--- src/rtl/seg_scan_driver.sv ---
// Eight-digit common-anode seven-segment scanner. It takes a once-per-frame
// snapshot of the 32-bit segdata bus and blanks all anodes at the start of each slot.
module seg_scan_driver #(
  parameter int unsigned REFRESH_DIV  = 25000,
  parameter int unsigned BLANK_CYCLES = 250,
  parameter logic [7:0]  DP_MASK      = 8'b0000_0100
) (
  input  logic        segclk,
  input  logic        resetn,
  input  logic [31:0] segdata,
  output logic [7:0]  an,
  output logic [6:0]  seg,
  output logic        dp,
  output logic        frame_done
);

  localparam int unsigned     CNT_W     = $clog2(REFRESH_DIV);
  localparam logic [CNT_W-1:0] CNT_LAST  = CNT_W'(REFRESH_DIV - 1);
  localparam logic [CNT_W-1:0] BLANK_END = CNT_W'(BLANK_CYCLES);

  // Team glyph set, active-low {g,f,e,d,c,b,a}.
  function automatic logic [6:0] decode(input logic [3:0] nib);
    logic [6:0] s;
    case (nib)
      4'h0: s = 7'h40;
      4'h1: s = 7'h79;
      4'h2: s = 7'h24;
      4'h3: s = 7'h30;
      4'h4: s = 7'h19;
      4'h5: s = 7'h12;
      4'h6: s = 7'h02;
      4'h7: s = 7'h78;
      4'h8: s = 7'h00;
      4'h9: s = 7'h10;
      4'hA: s = 7'h7F;
      4'hB: s = 7'h2B;
      4'hC: s = 7'h23;
      4'hD: s = 7'h06;
      4'hE: s = 7'h0C;
      default: s = 7'h77;
    endcase
    return s;
  endfunction

  logic [CNT_W-1:0] cnt_q, cnt_d;
  logic [2:0]       idx_q, idx_d;
  logic [31:0]      shadow_q, shadow_d;
  logic [7:0]       an_q, an_d;
  logic [6:0]       seg_q, seg_d;
  logic             dp_q, dp_d;
  logic             fd_q, fd_d;
  logic             slot_end, frame_end, in_blank;
  logic [3:0]       nib;

  always_comb begin
    slot_end  = (cnt_q == CNT_LAST);
    frame_end = slot_end && (idx_q == 3'd7);
    cnt_d     = slot_end ? '0 : cnt_q + CNT_W'(1);
    idx_d     = slot_end ? idx_q + 3'd1 : idx_q;
    // Snapshot only at the frame boundary so a digit never tears mid-frame.
    shadow_d  = frame_end ? segdata : shadow_q;
    fd_d      = frame_end;

    in_blank  = (BLANK_CYCLES != 0) && (cnt_q < BLANK_END);
    nib       = shadow_q[{idx_q, 2'b00} +: 4];
    an_d      = 8'hFF;
    seg_d     = 7'h7F;
    dp_d      = 1'b1;
    if (!in_blank) begin
      an_d  = ~(8'b1 << idx_q);
      seg_d = decode(nib);
      dp_d  = ~DP_MASK[idx_q];
    end
  end

  always_ff @(posedge segclk or negedge resetn) begin
    if (!resetn) begin
      cnt_q    <= '0;
      idx_q    <= 3'd0;
      shadow_q <= 32'hAAAA_AAAA;
      an_q     <= 8'hFF;
      seg_q    <= 7'h7F;
      dp_q     <= 1'b1;
      fd_q     <= 1'b0;
    end else begin
      cnt_q    <= cnt_d;
      idx_q    <= idx_d;
      shadow_q <= shadow_d;
      an_q     <= an_d;
      seg_q    <= seg_d;
      dp_q     <= dp_d;
      fd_q     <= fd_d;
    end
  end

  assign an         = an_q;
  assign seg        = seg_q;
  assign dp         = dp_q;
  assign frame_done = fd_q;

endmodule

--- config.mk ---
export PLATFORM = sky130hd
export DESIGN_NAME = seg_scan_driver
export DESIGN_NICKNAME = d
export VERILOG_FILES = /design/src/rtl/seg_scan_driver.sv
export SDC_FILE = /design/constraint.sdc
export NUM_CORES = 1
export LEC_CHECK = 0
export BUFFER_PORTS_ARGS = -buffer_cell sky130_fd_sc_hd__buf_2
export CAP_MARGIN = 10
export CORE_MARGIN = 2
export CORE_UTILIZATION = 56
export DETAILED_ROUTE_END_ITERATION = 8
export GPL_ROUTABILITY_DRIVEN = 0
export PLACE_DENSITY = 0.78
export REMOVE_ABC_BUFFERS = 1
export SYNTH_ARGS = -nofsm -noshare
export SYNTH_HDL_FRONTEND = slang
export SYNTH_SLANG_ARGS = --single-unit
--- constraint.sdc ---
create_clock -name segclk -period 2.9 [get_ports segclk]
set_input_delay 0.435 -clock segclk [delete_from_list [all_inputs] [get_ports segclk]]
set_output_delay 0.435 -clock segclk [all_outputs]
set_load 0.02 [all_outputs]
==> summary.md, run 1 <==
| Metric | Value |
|---|---|
| Status | `completed` |
| Starting Density | `59.0%` |
| Clock tree buffer depth | `2` |
| Hold Crit Class | `input pin to asynchronous set/reset pin` |
| Part of the power in registers | `55.1%` |
| Synthesized flop and latch total | `66` |
| Total CTS buffers | `9` |
| Distinct cell type count after synthesis | `43` |
| Ant. Diodes | `0` |
| Setup Fix Bufs, Post-CTS | `0` |
| Worst r2r dst | `seg[4]` |
| Seq/Total Area, Yosys | `51.4%` |
| Final antenna-violating net count | `0` |
| Met2 Usage GRT | `29.0%` |
| Hold Worst Slack | `0.0363 ns` |
| RSZ-0062 raised after global routing | `false` |
| Global route hottest layer | `met2` |
| Fin crit share | `81.8%` |
| Worst Setup EP | `seg[4]` |
| Avg Cell Area, Syn | `14.0 µm²` |
| Overflow after GRT | `0` |
| TritonCTS Sinks | `66` |
| R2R setup slack | `0.53 ns` |
| Root Buffer | `clkbuf_8` |
| Max-slew headroom | `67.2%` |
| First-pass GRT wire length | `9.34 mm` |
| CTS tree | `built` |
| Critical Path RT | `3.17 ns` |
| Setup tns final | `0 ns` |
| Crit Path Class | `flop to flop` |
| CORE AREA | `5570 µm²` |
| Worst skew pair latency | `0.34 ns` |
| Post-CTS sizing | `0` |
| Setup crit end kind | `flop` |
| Leakage power | `1.79 nW` |
| Critical path's slowest cell | `mux4_1` |
| Int Pwr | `1.37 mW` |
| Worst-path fanout max | `8` |
| Tmin final | `2.37 ns` |
| Setup Viol. Count Final | `0` |
| DR DRC count | `0` |
| Max frequency | `421 MHz` |
| Synthesized area | `3290 µm²` |
| Endpoints failing hold | `0` |
| Worst R2R Start | `idx_q[0]` |
| Sw Pwr | `0.380 mW` |
| R2r worst-path depth | `7` |
| Combinational share of power | `6.7%` |
| Post-Route WL | `5.48 mm` |
| M3 GR Usage | `4.72%` |
| Largest net degree at the start of global routing | `34` |
| Reg clk slew, reported paths | `0.07 ns` |
| Initial antenna violation count | `0` |
| Mean routed wirelength per cell | `14.8 µm` |
| Async set-reset flop share out of synthesis | `100%` |
| FP Rows | `27` |
| Met1 Track Usage GR | `26.6%` |
| I/O pin total | `51` |
| Post-Syn Instances | `235` |
| Max-slew violation count | `0` |
| Worst path max stage delay | `0.61 ns` |
| Max Clock Skew | `0.00704 ns` |
| Total global-route track usage | `19.7%` |
| Vias in the first global route | `1,995` |
| PwrDens | `464 nW/µm²` |
| DRT Pass-1 Iters | `4` |
| Sw Ratio | `21.7%` |
| Initial drt markers | `108` |
| Nets | `342` |
| Dpl hpwl | `3.95 mm` |
| Die W | `80.6 µm` |
| Slew @ Worst Pin | `0.481 ns` |
| # port buffers | `50` |
| Post-synth EDFFs | `0` |
| CP Launch Type | `flop` |
| DIE AREA | `6500 µm²` |
| Area delta synth->final | `15.0%` |
| Crit. Startpoint | `idx_q[0]` |
| Share of post-route cells with drive strength above 1 | `47.5%` |
| CTS H-tree lvls | `3` |
| Most used DFF post-synth | `dfrtp_1` |
| DR vias/cell | `5.25` |
| Number of max-cap violations | `0` |
| Clock Power Share | `38.1%` |
| Die height | `80.6 µm` |
| Hold buffer count at CTS | `0` |
| Final design utilization | `67.8%` |
| CP cell instances | `mux4_1 > mux2i_2 > inv_1 > ha_1 > mux2_2 > mux2i_1 > nand2_1` |
| Crit path DAT | `2.64 ns` |
| Vias | `1,949` |
| Worst VDD drop | `0.000404 V` |
| Warnings from Yosys | `0` |
[metrics by stage]
step / instance area (µm²) / total power [mW] / worst slack (ns) / std cells
6_report: 3780 / 1.76 / 0.527 / 371
5_1_grt: 3780 / 1.85 / 0.364 / 371
4_1_cts: 3780 / 1.78 / 0.501 / 371
3_5_place_dp: 3610 / 1.10 / 0.501 / 356
3_3_place_gp: 3610 / 1.10 / 0.617 / 356
2_1_floorplan: 3190 / 1.04 / 0.344 / 225
[how the worst min path moves through the flow]
| stage | start | endpoint | slack (ns) | cells after the start |
|---|---|---|---|---|
| 2_1_floorplan | resetn | cnt_q[0] | 0.14 | 0 |
| 3_3_place_gp | resetn | cnt_q[4] | 0.40 | 1 |
| 3_5_place_dp | resetn | cnt_q[4] | 0.41 | 1 |
| 4_1_cts | resetn | cnt_q[8] | 0.04 | 1 |
| 5_1_grt | resetn | cnt_q[6] | 0.06 | 1 |
| 6_report | resetn | cnt_q[8] | 0.04 | 1 |
[Yosys cell counts, types with 2 or more instances]
| master | n | area share, % |
|---|---|---|
| a21oi_1 | 4 | 0.61 |
| and2_1 | 3 | 0.57 |
| buf_4 | 2 | 0.46 |
| buf_6 | 5 | 1.7 |
| dfrtp_1 | 35 | 27 |
| dfstp_2 | 31 | 25 |
| ha_1 | 13 | 4.9 |
| inv_1 | 8 | 0.91 |
| mux2_2 | 4 | 1.4 |
| mux2_4 | 29 | 13 |
| mux2i_1 | 7 | 2.1 |
| mux4_1 | 6 | 4.8 |
| mux4_2 | 2 | 1.4 |
| nand2_1 | 17 | 1.9 |
| nand2b_1 | 2 | 0.38 |
| nand3_1 | 8 | 1.2 |
| nand4_1 | 2 | 0.38 |
| nor2_1 | 15 | 1.7 |
| nor3_1 | 2 | 0.30 |
| o211ai_1 | 4 | 0.91 |
| o21ai_0 | 3 | 0.46 |
| or3_1 | 2 | 0.38 |
| xnor2_1 | 6 | 1.6 |
| xor2_1 | 6 | 1.6 |
[critical path: cells and delay by family (launching register included)]
kind,cells,cell delay [ns]
simple gates,1,0.07
buf+inv,1,0.16
mux,4,1.37
flops,1,0.47
fa+ha+maj,1,0.24
[flip-flops by register name, indices dropped and copies added (netlist names)]
name	count
seg	7
shadow_q	32
idx_q	3
an	8
cnt_q	15
frame_done	1
[per-layer routing]
metal,vias to the layer above,wire length [µm]
met5,-,0
met4,0,147
met3,13,245
met2,43,2520
met1,948,2570
li1,945,-
[layout by cell type (no fill, tap or decap), types with 2 or more instances in the layout]
| master | synthesis | final |
|---|---|---|
| buf_4 | 2 | 8 |
| inv_1 | 8 | 8 |
| nand2_1 | 17 | 17 |
| xnor2_1 | 6 | 6 |
| nor3_1 | 2 | 2 |
| o211ai_1 | 4 | 4 |
| dfrtp_1 | 35 | 35 |
| nand4_1 | 2 | 2 |
| xor2_1 | 6 | 6 |
| nand3_1 | 8 | 8 |
| mux2_2 | 4 | 4 |
| a21oi_1 | 4 | 4 |
| buf_2 | 1 | 50 |
| nand2b_1 | 2 | 2 |
| mux2_4 | 29 | 29 |
| mux2i_1 | 7 | 7 |
| mux4_2 | 2 | 2 |
| clkbuf_1 | 1 | 4 |
| nor2_1 | 15 | 15 |
| mux4_1 | 6 | 6 |
| or3_1 | 2 | 2 |
| ha_1 | 13 | 13 |
| clkbuf_8 | 1 | 11 |
| and2_1 | 3 | 3 |
| o21ai_0 | 3 | 3 |
| dfstp_2 | 31 | 31 |
[power by group through the flow]
| stage | combinational, mW | clock, mW | sequential (mW) |
|---|---|---|---|
| after detailed placement | 0.121 | 0 | 0.982 |
| final | 0.118 | 0.669 | 0.967 |
| after global routing | 0.132 | 0.746 | 0.969 |
| after CTS | 0.121 | 0.692 | 0.967 |
| after floorplan | 0.0676 | 0 | 0.976 |
| after global placement | 0.116 | 0 | 0.982 |
[final cells by class]
type / instances / area [µm²]
Fill cell: 415 / 1790
Inverter: 9 / 33.8
Tap cell: 72 / 90.1
Sequential cell: 66 / 1690
Multi-Input combinational cell: 150 / 1470
Timing Repair Buffer: 59 / 330
Clock buffer: 15 / 166
[cells by family after synthesis]
family                   count (synthesis)  share of synthesized area [%]
AO/OA/AOI/OAI                           17                           3.77
flip-flops                              66                           51.4
buffers and inverters                   19                           3.88
multiplexers                            50                           24.0
XOR/XNOR                                12                           3.20
adder cells (fa/ha/maj)                 13                           4.95
AND/OR/NAND/NOR                         58                           8.79
Note: power is estimated with default switching activity, not from simulation.
==> inputs of run 2 (changes only) <==
- clock period: 2.9 -> 2.3 ns (I/O delays scaled with it)
==> summary.md, run 2 (synthesis gave the netlist of run 1 again) <==
| Metric | Value |
|---|---|
| Status | `completed` |
| Area after DPL | `3640 µm² (+0.62%)` |
| Tot Pwr | `2.54 mW (+45%)` |
| Multi-input gate area | `1480 µm² (+0.85%)` |
| CTS H-tree lvls | `3 (unchanged)` |
| Ant. Diodes | `0 (unchanged)` |
| Most frequent cells in the layout | `buf_2 (50), dfrtp_1 (34), dfstp_2 (31)` |
| Nets | `346 (+1.2%)` |
| Combinational share of power | `6.1% (-0.6 points)` |
| Max frequency | `465 MHz (+10%)` |
| Number of max-cap violations | `0 (unchanged)` |
| First-pass GRT wire length | `9.41 mm (+0.81%)` |
| Endpoints failing hold | `0 (unchanged)` |
| DR DRC count | `0 (unchanged)` |
| RSZ-0062 raised after global routing | `false` |
| DIE AREA | `6500 µm² (unchanged)` |
| DR vias/cell | `5.27 (+0.24%)` |
| Layout Cells excl Fill | `376 (+1.3%)` |
| Leakage power | `1.84 nW (+2.7%)` |
| Max Clock Skew | `0.0137 ns (+0.00664 ns)` |
| Reg area | `1690 µm² (about the same)` |
| Root Buffer | `clkbuf_8` |
| Fin area | `3900 µm² (+3.2%)` |
| Starting Density | `59.0% (unchanged)` |
| Area delta synth->final | `18.6%` |
| Placed insts | `359 (+0.84%)` |
| Max-slew headroom | `67.7% (+0.48 points)` |
| Part of the power in registers | `48.0% (-7.1 points)` |
| Post-Route WL | `5.52 mm (+0.58%)` |
| Die height | `80.6 µm (unchanged)` |
| Worst VDD drop | `0.000613 V (+52%)` |
| Biggest register | `shadow_q` |
| Total global-route track usage | `19.5% (-0.13 points)` |
| Crit path DAT | `2.43 ns (-0.21 ns)` |
| TritonCTS Sinks | `66 (unchanged)` |
| Sw Pwr | `0.530 mW (+39%)` |
| Initial drt markers | `84 (-22%)` |
| CP Launch Type | `flop` |
| Fillers | `393 (-5.3%)` |
| Most common cell after layout, fill and taps aside | `buf_2` |
| DRT Pass-1 Iters | `4 (unchanged)` |
| Vias in the first global route | `1,969 (-1.3%)` |
| Slew @ Worst Pin | `0.484 ns (+0.00302 ns)` |
| CORE AREA | `5570 µm² (unchanged)` |
| R2R setup slack | `0.15 ns (-0.38 ns)` |
| PwrDens | `651 nW/µm² (+40%)` |
| Initial antenna violation count | `0 (unchanged)` |
| Hold Crit Class | `input pin to flop` |
| Critical Path RT | `2.58 ns (-0.59 ns)` |
| Dpl hpwl | `3.99 mm (+1.0%)` |
| Clock Power Share | `45.9% (+7.8 points)` |
| Max-slew violation count | `0 (unchanged)` |
| Worst-path fanout max | `6 (-2)` |
| Crit Path Class | `flop to flop` |
| I/O pin total | `51 (unchanged)` |
| Sw Ratio | `20.9% (-0.80 points)` |
| Setup Fix Bufs, Post-CTS | `0 (unchanged)` |
| Share of post-route cells with drive strength above 1 | `50.0% (+2.5 points)` |
| Total CTS buffers | `9 (unchanged)` |
| FP Rows | `27 (unchanged)` |
| Clock tree buffer depth | `2 (unchanged)` |
| Largest net degree at the start of global routing | `34 (unchanged)` |
| CTS tree | `built` |
| Fin crit share | `93.5% (+12 points)` |
| Setup tns final | `0 ns (unchanged)` |
| Reg clk slew, reported paths | `0.07 ns (about the same)` |
| Overflow after GRT | `0 (unchanged)` |
| Worst skew pair latency | `0.35 ns (about the same)` |
| Die W | `80.6 µm (unchanged)` |
| Max FFs per register | `32 (unchanged)` |
| Final antenna-violating net count | `0 (unchanged)` |
| Final design utilization | `70.0% (+2.2 points)` |
| Mean routed wirelength per cell | `14.7 µm (-0.75%)` |
| # port buffers | `50 (unchanged)` |
| Vias | `1,980 (+1.6%)` |
| Int Pwr | `2.01 mW (+46%)` |
| Setup crit end kind | `flop` |
| Tmin final | `2.15 ns (-0.224 ns)` |
| Setup Viol. Count Final | `0 (unchanged)` |
[run 2: changes by cell type in the layout (fill, tap and decap cells not counted), moves of 2 or more]
cell | previous run | this run
clkbuf_1 | 4 | 0
clkinv_2 | 0 | 2
clkbuf_8 | 11 | 9
bufinv_16 | 0 | 3
buf_4 | 8 | 11
[run 2: worst paths after layout]
check | from | endpoint | cells past startpoint
max | idx_q[0] | seg[4] | 6
min | segdata[30] | shadow_q[30] | 2
max reg2reg | idx_q[0] | seg[4] | 6
min reg2reg | cnt_q[0] | cnt_q[0] | 1
max in group asynchronous | resetn | seg[4] | 3
min in group asynchronous | resetn | cnt_q[6] | 2
[run 2: metrics by stage]
step           hold slack (ns)  worst slack (ns)
2_1_floorplan           0.0494            -0.256
3_3_place_gp             0.335            0.0742
3_5_place_dp             0.336            0.0246
4_1_cts                  0.209            0.0220
5_1_grt                  0.217            0.0361
6_report                 0.227             0.151
[run 2: worst max-delay path: stages (launching register included)]
cell and delay, ns:
dfrtp_2 0.43, mux4_1 0.58, mux2i_2 0.25, ha_1 0.34, mux2_2 0.28, mux2i_1 0.13
nand2_1 0.07
[run 2: cell type report]
class                   count  area share (%)
multi-input cells         150            38.0
clock buffers               9            3.18
well taps                  72            2.31
repair buffers             63            9.30
clock inverters             7            2.98
inverters                   9           0.866
flip-flops and latches     66            43.4
[run 2: what timing repair did]
action / in CTS / in global routing
hold buffers: 1 / 0
endpoints found under the hold margin: 8 / 0
endpoints found under the setup margin: 0 / 6
gates resized for setup: 0 / 3
[run 2: metal layers]
metal	vias to the layer above	track usage (%)	routed length, µm
li1	956	-	-
met1	954	25.6	2460
met2	58	30.0	2640
met3	12	5.17	329
met4	0	9.83	88
met5	-	0	0
[run 2: power by group through the flow]
stage	registers, mW	logic, mW	clock network [mW]
after global routing	1.22	0.171	1.25
after detailed placement	1.24	0.153	0
after global placement	1.24	0.149	0
after CTS	1.22	0.156	1.19
final	1.22	0.154	1.17
after floorplan	1.23	0.0852	0
